**src/rtl/regfile_wb_arbiter_pkg.sv**
```systemverilog
// Shared definitions for the register-file writeback arbiter: default widths,
// requester identities and the reset value of the write port.
package regfile_wb_arbiter_pkg;

  localparam int unsigned DATA_W_DEF = 32;
  localparam int unsigned ADDR_W_DEF = 5;

  typedef enum logic {
    REQ_ALU = 1'b0,
    REQ_LSU = 1'b1
  } req_id_e;

  localparam logic WB_RST_REGWRITE = 1'b0;

  // Round-robin successor: after a grant, priority moves to the other requester.
  function automatic req_id_e other_req(input req_id_e r);
    return (r == REQ_ALU) ? REQ_LSU : REQ_ALU;
  endfunction

endpackage

```
**src/rtl/regfile_wb_arbiter_wb_scoreboard.sv**
```systemverilog
// Pending-write scoreboard: one bit per architectural register, bit 0 never set.
// A set and a clear of the same register on one edge leaves the bit set.
module wb_scoreboard
  import regfile_wb_arbiter_pkg::*;
#(
  parameter int unsigned ADDR_W = ADDR_W_DEF
) (
  input  logic              clk_i,
  input  logic              rst_ni,
  input  logic              set_en_i,
  input  logic [ADDR_W-1:0] set_idx_i,
  input  logic              clr_en_i,
  input  logic [ADDR_W-1:0] clr_idx_i,
  input  logic [ADDR_W-1:0] rd1_idx_i,
  input  logic [ADDR_W-1:0] rd2_idx_i,
  output logic              hazard1_o,
  output logic              hazard2_o
);

  localparam int unsigned NREG = 1 << ADDR_W;

  logic [NREG-1:0] bits_q;
  logic [NREG-1:0] bits_d;

  // Clear is applied before set so a newer producer keeps its bit.
  always_comb begin
    bits_d = bits_q;
    if (clr_en_i) begin
      bits_d[clr_idx_i] = 1'b0;
    end
    if (set_en_i && (set_idx_i != '0)) begin
      bits_d[set_idx_i] = 1'b1;
    end
    bits_d[0] = 1'b0;
  end

  always_ff @(posedge clk_i) begin
    if (!rst_ni) begin
      bits_q <= '0;
    end else begin
      bits_q <= bits_d;
    end
  end

  assign hazard1_o = bits_q[rd1_idx_i];
  assign hazard2_o = bits_q[rd2_idx_i];

endmodule

```
**src/rtl/regfile_wb_arbiter.sv**
```systemverilog
// Round-robin arbiter sharing the register-file write port between the ALU and
// the LSU, with a registered write stage and a pending-write hazard scoreboard.
module regfile_wb_arbiter
  import regfile_wb_arbiter_pkg::*;
#(
  parameter int unsigned DATA_W = DATA_W_DEF,
  parameter int unsigned ADDR_W = ADDR_W_DEF
) (
  input  logic              Clk,
  input  logic              Rst_n,
  input  logic              Req0_Valid,
  input  logic [ADDR_W-1:0] Req0_Reg,
  input  logic [DATA_W-1:0] Req0_Data,
  output logic              Req0_Ready,
  input  logic              Req1_Valid,
  input  logic [ADDR_W-1:0] Req1_Reg,
  input  logic [DATA_W-1:0] Req1_Data,
  output logic              Req1_Ready,
  input  logic              Issue_Valid,
  input  logic [ADDR_W-1:0] Issue_Reg,
  input  logic [ADDR_W-1:0] ReadReg1,
  input  logic [ADDR_W-1:0] ReadReg2,
  output logic              Hazard1,
  output logic              Hazard2,
  output logic              RegWrite,
  output logic [ADDR_W-1:0] WriteReg,
  output logic [DATA_W-1:0] WriteData
);

  req_id_e           ptr_q, ptr_d;
  logic              regwrite_q, regwrite_d;
  logic [ADDR_W-1:0] wreg_q, wreg_d;
  logic [DATA_W-1:0] wdata_q, wdata_d;
  logic              gnt0, gnt1;

  always_comb begin
    gnt0 = Req0_Valid && (!Req1_Valid || (ptr_q == REQ_ALU));
    gnt1 = Req1_Valid && (!Req0_Valid || (ptr_q == REQ_LSU));
  end

  // A grant to register 0 still occupies the slot and moves the pointer,
  // but never raises the write enable.
  always_comb begin
    ptr_d      = ptr_q;
    regwrite_d = 1'b0;
    wreg_d     = wreg_q;
    wdata_d    = wdata_q;
    if (gnt0) begin
      ptr_d      = other_req(REQ_ALU);
      regwrite_d = (Req0_Reg != '0);
      wreg_d     = Req0_Reg;
      wdata_d    = Req0_Data;
    end else if (gnt1) begin
      ptr_d      = other_req(REQ_LSU);
      regwrite_d = (Req1_Reg != '0);
      wreg_d     = Req1_Reg;
      wdata_d    = Req1_Data;
    end
  end

  always_ff @(posedge Clk) begin
    if (!Rst_n) begin
      ptr_q      <= REQ_ALU;
      regwrite_q <= WB_RST_REGWRITE;
      wreg_q     <= '0;
      wdata_q    <= '0;
    end else begin
      ptr_q      <= ptr_d;
      regwrite_q <= regwrite_d;
      wreg_q     <= wreg_d;
      wdata_q    <= wdata_d;
    end
  end

  wb_scoreboard #(
    .ADDR_W (ADDR_W)
  ) u_scoreboard (
    .clk_i     (Clk),
    .rst_ni    (Rst_n),
    .set_en_i  (Issue_Valid),
    .set_idx_i (Issue_Reg),
    .clr_en_i  (regwrite_q),
    .clr_idx_i (wreg_q),
    .rd1_idx_i (ReadReg1),
    .rd2_idx_i (ReadReg2),
    .hazard1_o (Hazard1),
    .hazard2_o (Hazard2)
  );

  assign Req0_Ready = gnt0;
  assign Req1_Ready = gnt1;
  assign RegWrite   = regwrite_q;
  assign WriteReg   = wreg_q;
  assign WriteData  = wdata_q;

endmodule

```
**config.mk**
```make
export PLATFORM = sky130hd
export DESIGN_NAME = regfile_wb_arbiter
export DESIGN_NICKNAME = d
export VERILOG_FILES = /design/src/rtl/regfile_wb_arbiter_pkg.sv /design/src/rtl/regfile_wb_arbiter_wb_scoreboard.sv /design/src/rtl/regfile_wb_arbiter.sv
export SDC_FILE = /design/constraint.sdc
export NUM_CORES = 1
export LEC_CHECK = 0
export BUFFER_PORTS_ARGS = -buffer_cell sky130_fd_sc_hd__buf_2
export CAP_MARGIN = 20
export CORE_AREA = 2 2 77 153
export DETAILED_ROUTE_END_ITERATION = 10
export DIE_AREA = 0 0 79 155
export GPL_TIMING_DRIVEN = 0
export HOLD_SLACK_MARGIN = 0.08
export PLACE_DENSITY = 0.69
export RECOVER_POWER = 100
export SLEW_MARGIN = 15
export SYNTH_ARGS = -nofsm -noshare
export SYNTH_HDL_FRONTEND = slang
export SYNTH_SLANG_ARGS = --single-unit
export TNS_END_PERCENT = 1
```
**constraint.sdc**
```tcl
create_clock -name Clk -period 2.6 [get_ports Clk]
set_clock_uncertainty 0.05 [all_clocks]
set_input_delay 0.13 -clock Clk [delete_from_list [all_inputs] [get_ports Clk]]
set_output_delay 0.13 -clock Clk [all_outputs]
set_load 0.005 [all_outputs]
```
Word-level counts from Yosys, hierarchy flattened
Cells that the tools add are included.
- flip-flop bits (word level): 71
- input port bits: 94
- output and inout port bits: 42
- logic and storage cells: 47
- order comparisons: 6
- muxes and demuxes: 18
- bitwise logic cells: 4
- reductions and logical operators: 13
- operators by type and width (operator ; count):
    2-to-1 mux 32 bit ; 4
    bitwise AND 32 bit ; 1
    inverter 32 bit ; 1
    bitwise OR 32 bit ; 1
    less-than comparator 5 x 6 -> 1 bit (second input constant) ; 4
    nonzero test 5 bit ; 3
    binary-select mux 1 bit (select 5 bit) ; 2
    demux 1 bit (select 5 bit) ; 2
    greater-or-equal comparator 5 x 1 -> 1 bit (second input constant) ; 2
    2-to-1 mux 5 bit ; 2
    2-to-1 mux 1 bit ; 8
    logical AND 1 bit ; 5
    zero test 1 bit ; 2
    logical OR 1 bit ; 2
    nonzero test 2 bit ; 1
    inverter 1 bit ; 1

Depth between registers and ports, before layout
Gate-level depths: netlist of the first run.
- depth in word-level cells: 9
- depth in mapped cells: 7
- depth with buffers taken out: 4

Cells and area by module
A second synthesis of the first run with hierarchy kept.
- cells, all modules: 416
- area total of the unflattened synthesis: 4037.6 sq um
- modules (own cells, without submodules) (module ; times used ; cells each ; area each (sq um) ; sequential area each (sq um)):
    regfile_wb_arbiter ; 1 ; 186 ; 2140.8 ; 780.7
    wb_scoreboard ; 1 ; 230 ; 1896.8 ; 620.6

Least setup slack after synthesis of the first run
No wires, ideal clock.
- path type: reg2reg
- start: register ptr_q
- end: register wdata_q[3] (netlist: WriteData[3])
- library setup time: 0.132 ns
- arrival: 1.160 ns
- data required time: 2.418 ns
- path slack: 1.257 ns
- cell stages (with the launch flop): 8
- path buffers: 3
- period minus slack after synthesis: 1.343 ns
- cell sequence: dfxtp_1 -> buf_2 -> nand2b_2 -> nand2_1 -> buf_4 -> buf_6 -> o221ai_1 -> a21oi_1
- word-level cells in the longest chain between the ends: 4
- elaborated cells on any way between the ends: 7
- those cells by class: 1 x mux; 1 x bitwise; 5 x reduce/logical
- RTL lines (what ; RTL line ; RTL):
    from (decl) ; regfile_wb_arbiter.sv:30 ; req_id_e ptr_q, ptr_d;
    from (signal assigned) ; regfile_wb_arbiter.sv:68 ; ptr_q <= ptr_d;
    inverter 1 bit ; regfile_wb_arbiter.sv:37 ; gnt0 = Req0_Valid && (!Req1_Valid || (ptr_q == REQ_ALU));
    logical OR 1 bit ; regfile_wb_arbiter.sv:37 ;
    logical AND 1 bit ; regfile_wb_arbiter.sv:37 ;
    2-to-1 mux 32 bit or nonzero test 2 bit (tied branches) ; - ;
    to (signal assigned) ; regfile_wb_arbiter.sv:71 ; wdata_q <= wdata_d;
    to (decl) ; regfile_wb_arbiter.sv:33 ; logic [DATA_W-1:0] wdata_q, wdata_d;
Parallel ways exist; a longest one is shown, timed or not.
A chain may end at the register's enable or synchronous reset.

Final worst setup path of the first run
- start: register ptr_q
- end: register wreg_q[1] (netlist: WriteReg[1])
- word-level cells in the longest chain between the ends: 4
- elaborated cells on any way between the ends: 7
- those cells by class: 1 x mux; 1 x bitwise; 5 x reduce/logical
- RTL lines (what ; RTL line ; RTL):
    inverter 1 bit ; regfile_wb_arbiter.sv:37 ;
    logical OR 1 bit ; regfile_wb_arbiter.sv:37 ;
    logical AND 1 bit ; regfile_wb_arbiter.sv:37 ;
    2-to-1 mux 5 bit or nonzero test 2 bit (tied branches) ; - ;
    to (signal assigned) ; regfile_wb_arbiter.sv:70 ; wreg_q <= wreg_d;
    to (decl) ; regfile_wb_arbiter.sv:32 ; logic [ADDR_W-1:0] wreg_q, wreg_d;
Parallel ways exist; a longest one is shown, timed or not.

==> metrics.txt, run 1 <==
overall track demand over capacity in global routing=19.31%; Critical Path Max Stage Delay=0.58 ns; wirelength, routed=12160 µm; per-instance average area after synthesis=8.393 µm²; htree depth=3; number of nets still failing antenna checks after routing=0; post-layout worst setup margin=0.3048 ns; PD cells=580.9 mW/mm²; RSZ-0062 raised after global routing=no; Clock Pin Slew Worst Setup and Hold Paths=0.06 ns; Synth Warn #=0; maximum number of pins on one net before global-route repair=12; Initial Util=34.03%; # setup viols final=0; worst ir drop on vdd=0.0004021 V; synthesis-stage register bit count=70; Final #Nets=695; DP Wirelength=8858 µm; Required @ worst endpoint=2.77 ns; clk sink count=70; Synth Flop Type=sky130_fd_sc_hd__dfxtp_1; placeable core region=0.01115 mm²; footprint of the flip-flops and latches=0.001401 mm²; number of distinct library cell variants in the gate-level netlist after synthesis=33; CTS tree=yes; wire length of the first global-routing pass=18820 µm; final-layout fill cell count=1187; share of synthesized flip-flops with an asynchronous set or reset=0%; worst-case clock buffer depth=2; vias in the first global route=3811; First-pass DRT Iterations=4; ratio of cells with drive above 1 in the final layout=23.10%; root cell of the clock tree=sky130_fd_sc_hd__clkbuf_16; result of the run=finished clean; critical path cell sequence=clkbuf_1 -> nand2b_2 -> nand2_1 -> buf_4 -> buf_6 -> o221ai_1 -> a21oi_1 -> dlygate4sd3_1; std cell rows=55; via count normalized by instance count=5.467; count of final max-slew check failures=0; kind of critical path=reg -> reg; count of unresolved DRC violations after routing=0; arrival time at the worst endpoint=2.47 ns; count of flip-flops with a built-in enable after synthesis=0; width of the die=79 µm; initial antenna violation count=0; maximum clock frequency=435.7 MHz; top cells by area, synth=sky130_fd_sc_hd__dfxtp_1, sky130_fd_sc_hd__o21ai_0, sky130_fd_sc_hd__o221ai_1, sky130_fd_sc_hd__a21boi_0, sky130_fd_sc_hd__mux2i_1; critical path endpoint category=flop; grt total ovfl=0; sequential cell area fraction in the yosys report=36.94%; Num CTS Buffers=9; category of the worst setup path launch point=flop; starting DRC count in detailed routing=232; clock insertion delay at the later pin of the skew report=0.33 ns; wire length per cell after detailed routing=16.25 µm; transition at the pin with the smallest max-transition slack=1.021 ns; period utilisation layout=88.28%; final weighted congestion in routability-driven placement=0.8781; Period minus WS final=2.295 ns; die extent in y=155 µm; most frequent cell after synthesis=sky130_fd_sc_hd__dfxtp_1; max cap viols=0; top-area cell type share of the netlist area=36.94%; total standard cell area after synthesis=0.003794 mm²; Buffers on Ports=130; maximum fanout along the worst path=10; Multi-input gate area=0.002212 mm²; Hold WC Path Type=in -> reg; Slowest cell on crit path=sky130_fd_sc_hd__dlygate4sd3_1; cells after synthesis=452; final hold slack=0.08595 ns; Layout area overhead=31.07%; aggregate negative setup slack=0 ns; cell type contributing the most total cell area after synthesis=sky130_fd_sc_hd__dfxtp_1; via count=4089; count of antenna diodes in the layout=0; Post-Syn Nets=546; setup slack after placement=1.003 ns; die area=0.01225 mm²; final count of hold timing violations=0; leak pwr=1.961 nW; Synth top cells by count=sky130_fd_sc_hd__dfxtp_1, sky130_fd_sc_hd__o21ai_0, sky130_fd_sc_hd__a21oi_1; number of top-level design ports=136; worst slew slack as a fraction of its limit=31.77%
## flip-flops by register name, summed over array words and instances, names as in the netlist
signal and count:
RegWrite 1, WriteReg 5, ptr_q 1, u_scoreboard.bits_q 31
WriteData 32
## worst max-delay path: cells and delay by family (launching register included)
family / cells / cell delay, ns
buffers and inverters: 4 / 1.18
AND/OR/NAND/NOR: 2 / 0.39
AO/OA/AOI/OAI: 2 / 0.27
flip-flops: 1 / 0.30
## placed cells by master (no fill, tap or decap), drive strengths merged, types with 3 or more instances in the layout
master	netlist	final
o21ai	65	65
nand3	10	10
nand3b	5	5
nor2	10	10
o221ai	37	37
nor2b	4	4
clkinv	0	3
mux4	6	6
dlygate4sd3	0	8
buf	13	118
clkbuf	25	62
a22oi	4	4
a21boi	33	33
nand2	40	40
nor3b	4	4
inv	4	4
dfxtp	70	70
mux2i	23	23
nand2b	37	37
a21oi	43	43
## through the flow
| step | utilization [%] | cell area [µm²] | instances | power, mW |
|---|---|---|---|---|
| 3_3_place_gp | 41.46 | 4622 | 724 | 1.643 |
| 5_1_grt | 44.60 | 4972 | 748 | 3.005 |
| 4_1_cts | 44.88 | 5004 | 748 | 2.904 |
| 3_5_place_dp | 41.46 | 4622 | 724 | 1.648 |
| 2_1_floorplan | - | 3794 | 452 | 1.437 |
| 6_report | 44.60 | 4972 | 748 | 2.889 |
## final cells by class
class                           count  share of cell area (%)
Tap cell                          142                   3.573
Clock buffer                       12                   5.159
Sequential cell                    70                   28.18
Timing Repair Buffer              138                   14.14
Multi-Input combinational cell    340                   44.49
Buffer                             38                   3.246
Clock inverter                      4                  0.9059
Inverter                            4                  0.3020
## kinds of logic after synthesis
kind of cell / Yosys count / synth area share (%)
multiplexers: 29 / 9.631
AO/OA/AOI/OAI: 188 / 31.37
buffers and inverters: 42 / 4.749
AND/OR/NAND/NOR: 123 / 17.32
flip-flops: 70 / 36.94
## final timing paths
kind | start | endpoint | slack [ns] | cells past startpoint
setup / recovery | ptr_q | WriteReg[1] | 0.30 | 8
hold / removal | Req1_Data[0] | WriteData[0] | 0.09 | 3
setup reg to reg | ptr_q | WriteReg[1] | 0.30 | 8
hold reg to reg | u_scoreboard.bits_q[20] | u_scoreboard.bits_q[20] | 0.45 | 2
## where the power goes
| group | internal (mW) | total, mW | switching, mW | leakage (nW) |
|---|---|---|---|---|
| Combinational | 0.209 | 0.469 | 0.260 | 1.23 |
| Sequential | 1.13 | 1.17 | 0.0335 | 0.575 |
| Clock | 0.790 | 1.25 | 0.464 | 0.152 |
| Total | 2.13 | 2.89 | 0.758 | 1.96 |
## metal layers
metal | up-vias | track usage (%) | share of wire [%]
met4 | 0 | 6.732 | 2.3
li1 | 1984 | - | -
met1 | 1909 | 25.73 | 44
met5 | - | 0 | 0
met3 | 26 | 4.640 | 7.1
met2 | 170 | 30.39 | 47
## timing repair
action | CTS | global route
gates resized for setup | 0 | 0
hold endpoints to repair | 4 | 0
hold buffers | 8 | 0
setup buffers | 0 | 0
(Power assumes the default switching activity.)
==> inputs of run 2 (changes only) <==
--- a/config.mk
+++ b/config.mk
@@ -8,11 +8,12 @@
 export BUFFER_PORTS_ARGS = -buffer_cell sky130_fd_sc_hd__buf_2
 export CAP_MARGIN = 20
 export CORE_AREA = 2 2 77 153
+export CTS_CLUSTER_DIAMETER = 120
 export DETAILED_ROUTE_END_ITERATION = 10
 export DIE_AREA = 0 0 79 155
 export GPL_TIMING_DRIVEN = 0
 export HOLD_SLACK_MARGIN = 0.08
-export PLACE_DENSITY = 0.69
+export PLACE_DENSITY_LB_ADDON = 0.2
 export RECOVER_POWER = 100
 export SLEW_MARGIN = 15
 export SYNTH_ARGS = -nofsm -noshare
==> run 2 against run 1 <==
Die area did not move; sequential power hardly changed; combinational power about the same; highest routed layer unchanged.
==> metrics.txt, run 2 (synthesis results as in run 1) <==
result of the run=finished clean; worst ir drop on vdd=0.0003852 V; Num CTS Buffers=9; worst reg2reg path depth=8; Initial Util=34.03%; aggregate negative setup slack=0 ns; # setup viols final=0; maximum number of pins on one net before global-route repair=13; max cap viols=0; die area=0.01225 mm²; via count=4022; final standard cell count with taps included and fillers excluded=751; count of antenna diodes in the layout=0; worst slew slack as a fraction of its limit=24.09%; register-to-register setup slack=0.31 ns; Clock Pin Slew Worst Setup and Hold Paths=0.06 ns; grt total ovfl=0; via count normalized by instance count=5.356; Worst Setup SP=ptr_q; most common cell after layout, fill and taps aside=sky130_fd_sc_hd__buf_2; total power of the final layout=3.034 mW; Reg2Reg Capture Point=WriteReg[0]; PD cells=603.5 mW/mm²; wire length per cell after detailed routing=16.37 µm; transition at the pin with the smallest max-transition slack=1.136 ns; std cell rows=55; maximum fanout along the worst path=10; ratio of cells with drive above 1 in the final layout=21.67%; htree depth=3; worst setup path endpoint=WriteReg[0]; Critical Path Max Stage Delay=0.59 ns; initial antenna violation count=0; max reg flops=32; period utilisation layout=88.11%; critical path depth=8; Hold WC Path Type=in -> reg; Buffers on Ports=130; First-pass DRT Iterations=5; RSZ-0062 raised after global routing=no; wire length of the first global-routing pass=19160 µm; category of the worst setup path launch point=flop; count of unresolved DRC violations after routing=0; maximum clock frequency=436.5 MHz; leak pwr=1.953 nW; CTS tree=yes; number of top-level design ports=136; final weighted congestion in routability-driven placement=0.8212; starting DRC count in detailed routing=234; post-layout worst setup margin=0.3092 ns; clk sink count=70; Period minus WS final=2.291 ns; final count of hold timing violations=0; top library cells by usage in the layout, fill and taps aside=sky130_fd_sc_hd__buf_2, sky130_fd_sc_hd__dfxtp_1, sky130_fd_sc_hd__o21ai_0; Final #Nets=698; Layout area overhead=32.52%; wirelength, routed=12290 µm; placeable core region=0.01115 mm²; count of final max-slew check failures=0; arrival time at the worst endpoint=2.46 ns; Required @ worst endpoint=2.77 ns; critical path endpoint category=flop; number of nets still failing antenna checks after routing=0; vias in the first global route=3800; overall track demand over capacity in global routing=19.75%; CTS resizes=0; cell class contributing the biggest share of worst-path delay=buffers and inverters; width of the die=79 µm; DP Wirelength=8999 µm; setup slack after placement=0.9660 ns; instance count after placement with tap cells included=724; critical path cell sequence=clkbuf_1 -> nand2b_2 -> nand2_1 -> buf_4 -> buf_6 -> o221ai_1 -> a21oi_1 -> dlygate4sd3_1; Slowest cell on crit path=sky130_fd_sc_hd__dlygate4sd3_1; root cell of the clock tree=sky130_fd_sc_hd__clkbuf_16; kind of critical path=reg -> reg; area of all placed cells without fillers=0.005027 mm²; placed inst area=0.004622 mm²; worst-case clock buffer depth=2; startpoint of the lowest-slack register-to-register path=ptr_q; die extent in y=155 µm; number of buffer and inverter stages on the critical path=4; clock insertion delay at the later pin of the skew report=0.33 ns
==> run 2: changes by cell type in the layout (fill, tap and decap cells not counted), sizes merged <==
cell and delta:
clkbuf +5, dlygate4sd3 +3, buf -8, clkinvlp +1, bufinv +2
==> run 2: what timing repair did <==
item,CTS,global route
hold buffers,11,0
endpoints found under the hold margin,8,0
buffers inserted,0,0
==> run 2: how the worst min path moves through the flow <==
stage / startpoint / end / cells after the start
after floorplan: Req0_Reg[0] / WriteReg[0] / 2
after global placement: Req0_Reg[3] / WriteReg[3] / 3
after detailed placement: Req0_Reg[0] / WriteReg[0] / 3
after CTS: Req1_Data[24] / WriteData[24] / 3
after global routing: Req0_Reg[2] / WriteReg[2] / 3
final: Req1_Data[16] / WriteData[16] / 3
==> run 2: area by class of cell <==
cell class	instances	area, µm²
Clock inverter	7	112.6
Buffer	38	161.4
Sequential cell	70	1401
Fill cell	1181	6121
Timing Repair Buffer	141	721.9
Clock buffer	9	225.2
Tap cell	142	177.7
Multi-Input combinational cell	340	2212
Inverter	4	15.01
==> run 2: metrics by stage <==
| stage | util, % | hold slack, ns |
|---|---|---|
| finish | 45.10 | 0.08588 |
| global route | 45.10 | 0.09800 |
| CTS | 45.48 | 0.08056 |
| detailed placement | 41.46 | 0.4139 |
| global placement | 41.46 | 0.4085 |
| floorplan | - | 0.2809 |
==> run 2: metal layers <==
layer | part of all wire, % | vias to the layer above | wire (µm) | track usage [%]
li1 | - | 1990 | - | -
met1 | 44 | 1869 | 5433 | 26.67
met2 | 48 | 146 | 5901 | 31.48
met3 | 6.0 | 17 | 732 | 3.654
met4 | 1.8 | 0 | 226 | 6.814
met5 | 0 | - | 0 | 0
==> run 2: worst reg2reg max path, delay by kind of cell (launching register included) <==
| family | cells | cell delay [ns] |
|---|---|---|
| compound gates | 2 | 0.27 |
| simple gates | 2 | 0.37 |
| flops | 1 | 0.30 |
| buf+inv | 4 | 1.19 |
==> run 2: report_power, final <==
group	internal (mW)	switching (mW)	total (mW)
clock network	0.931	0.469	1.40
logic	0.209	0.263	0.472
registers	1.13	0.0307	1.16
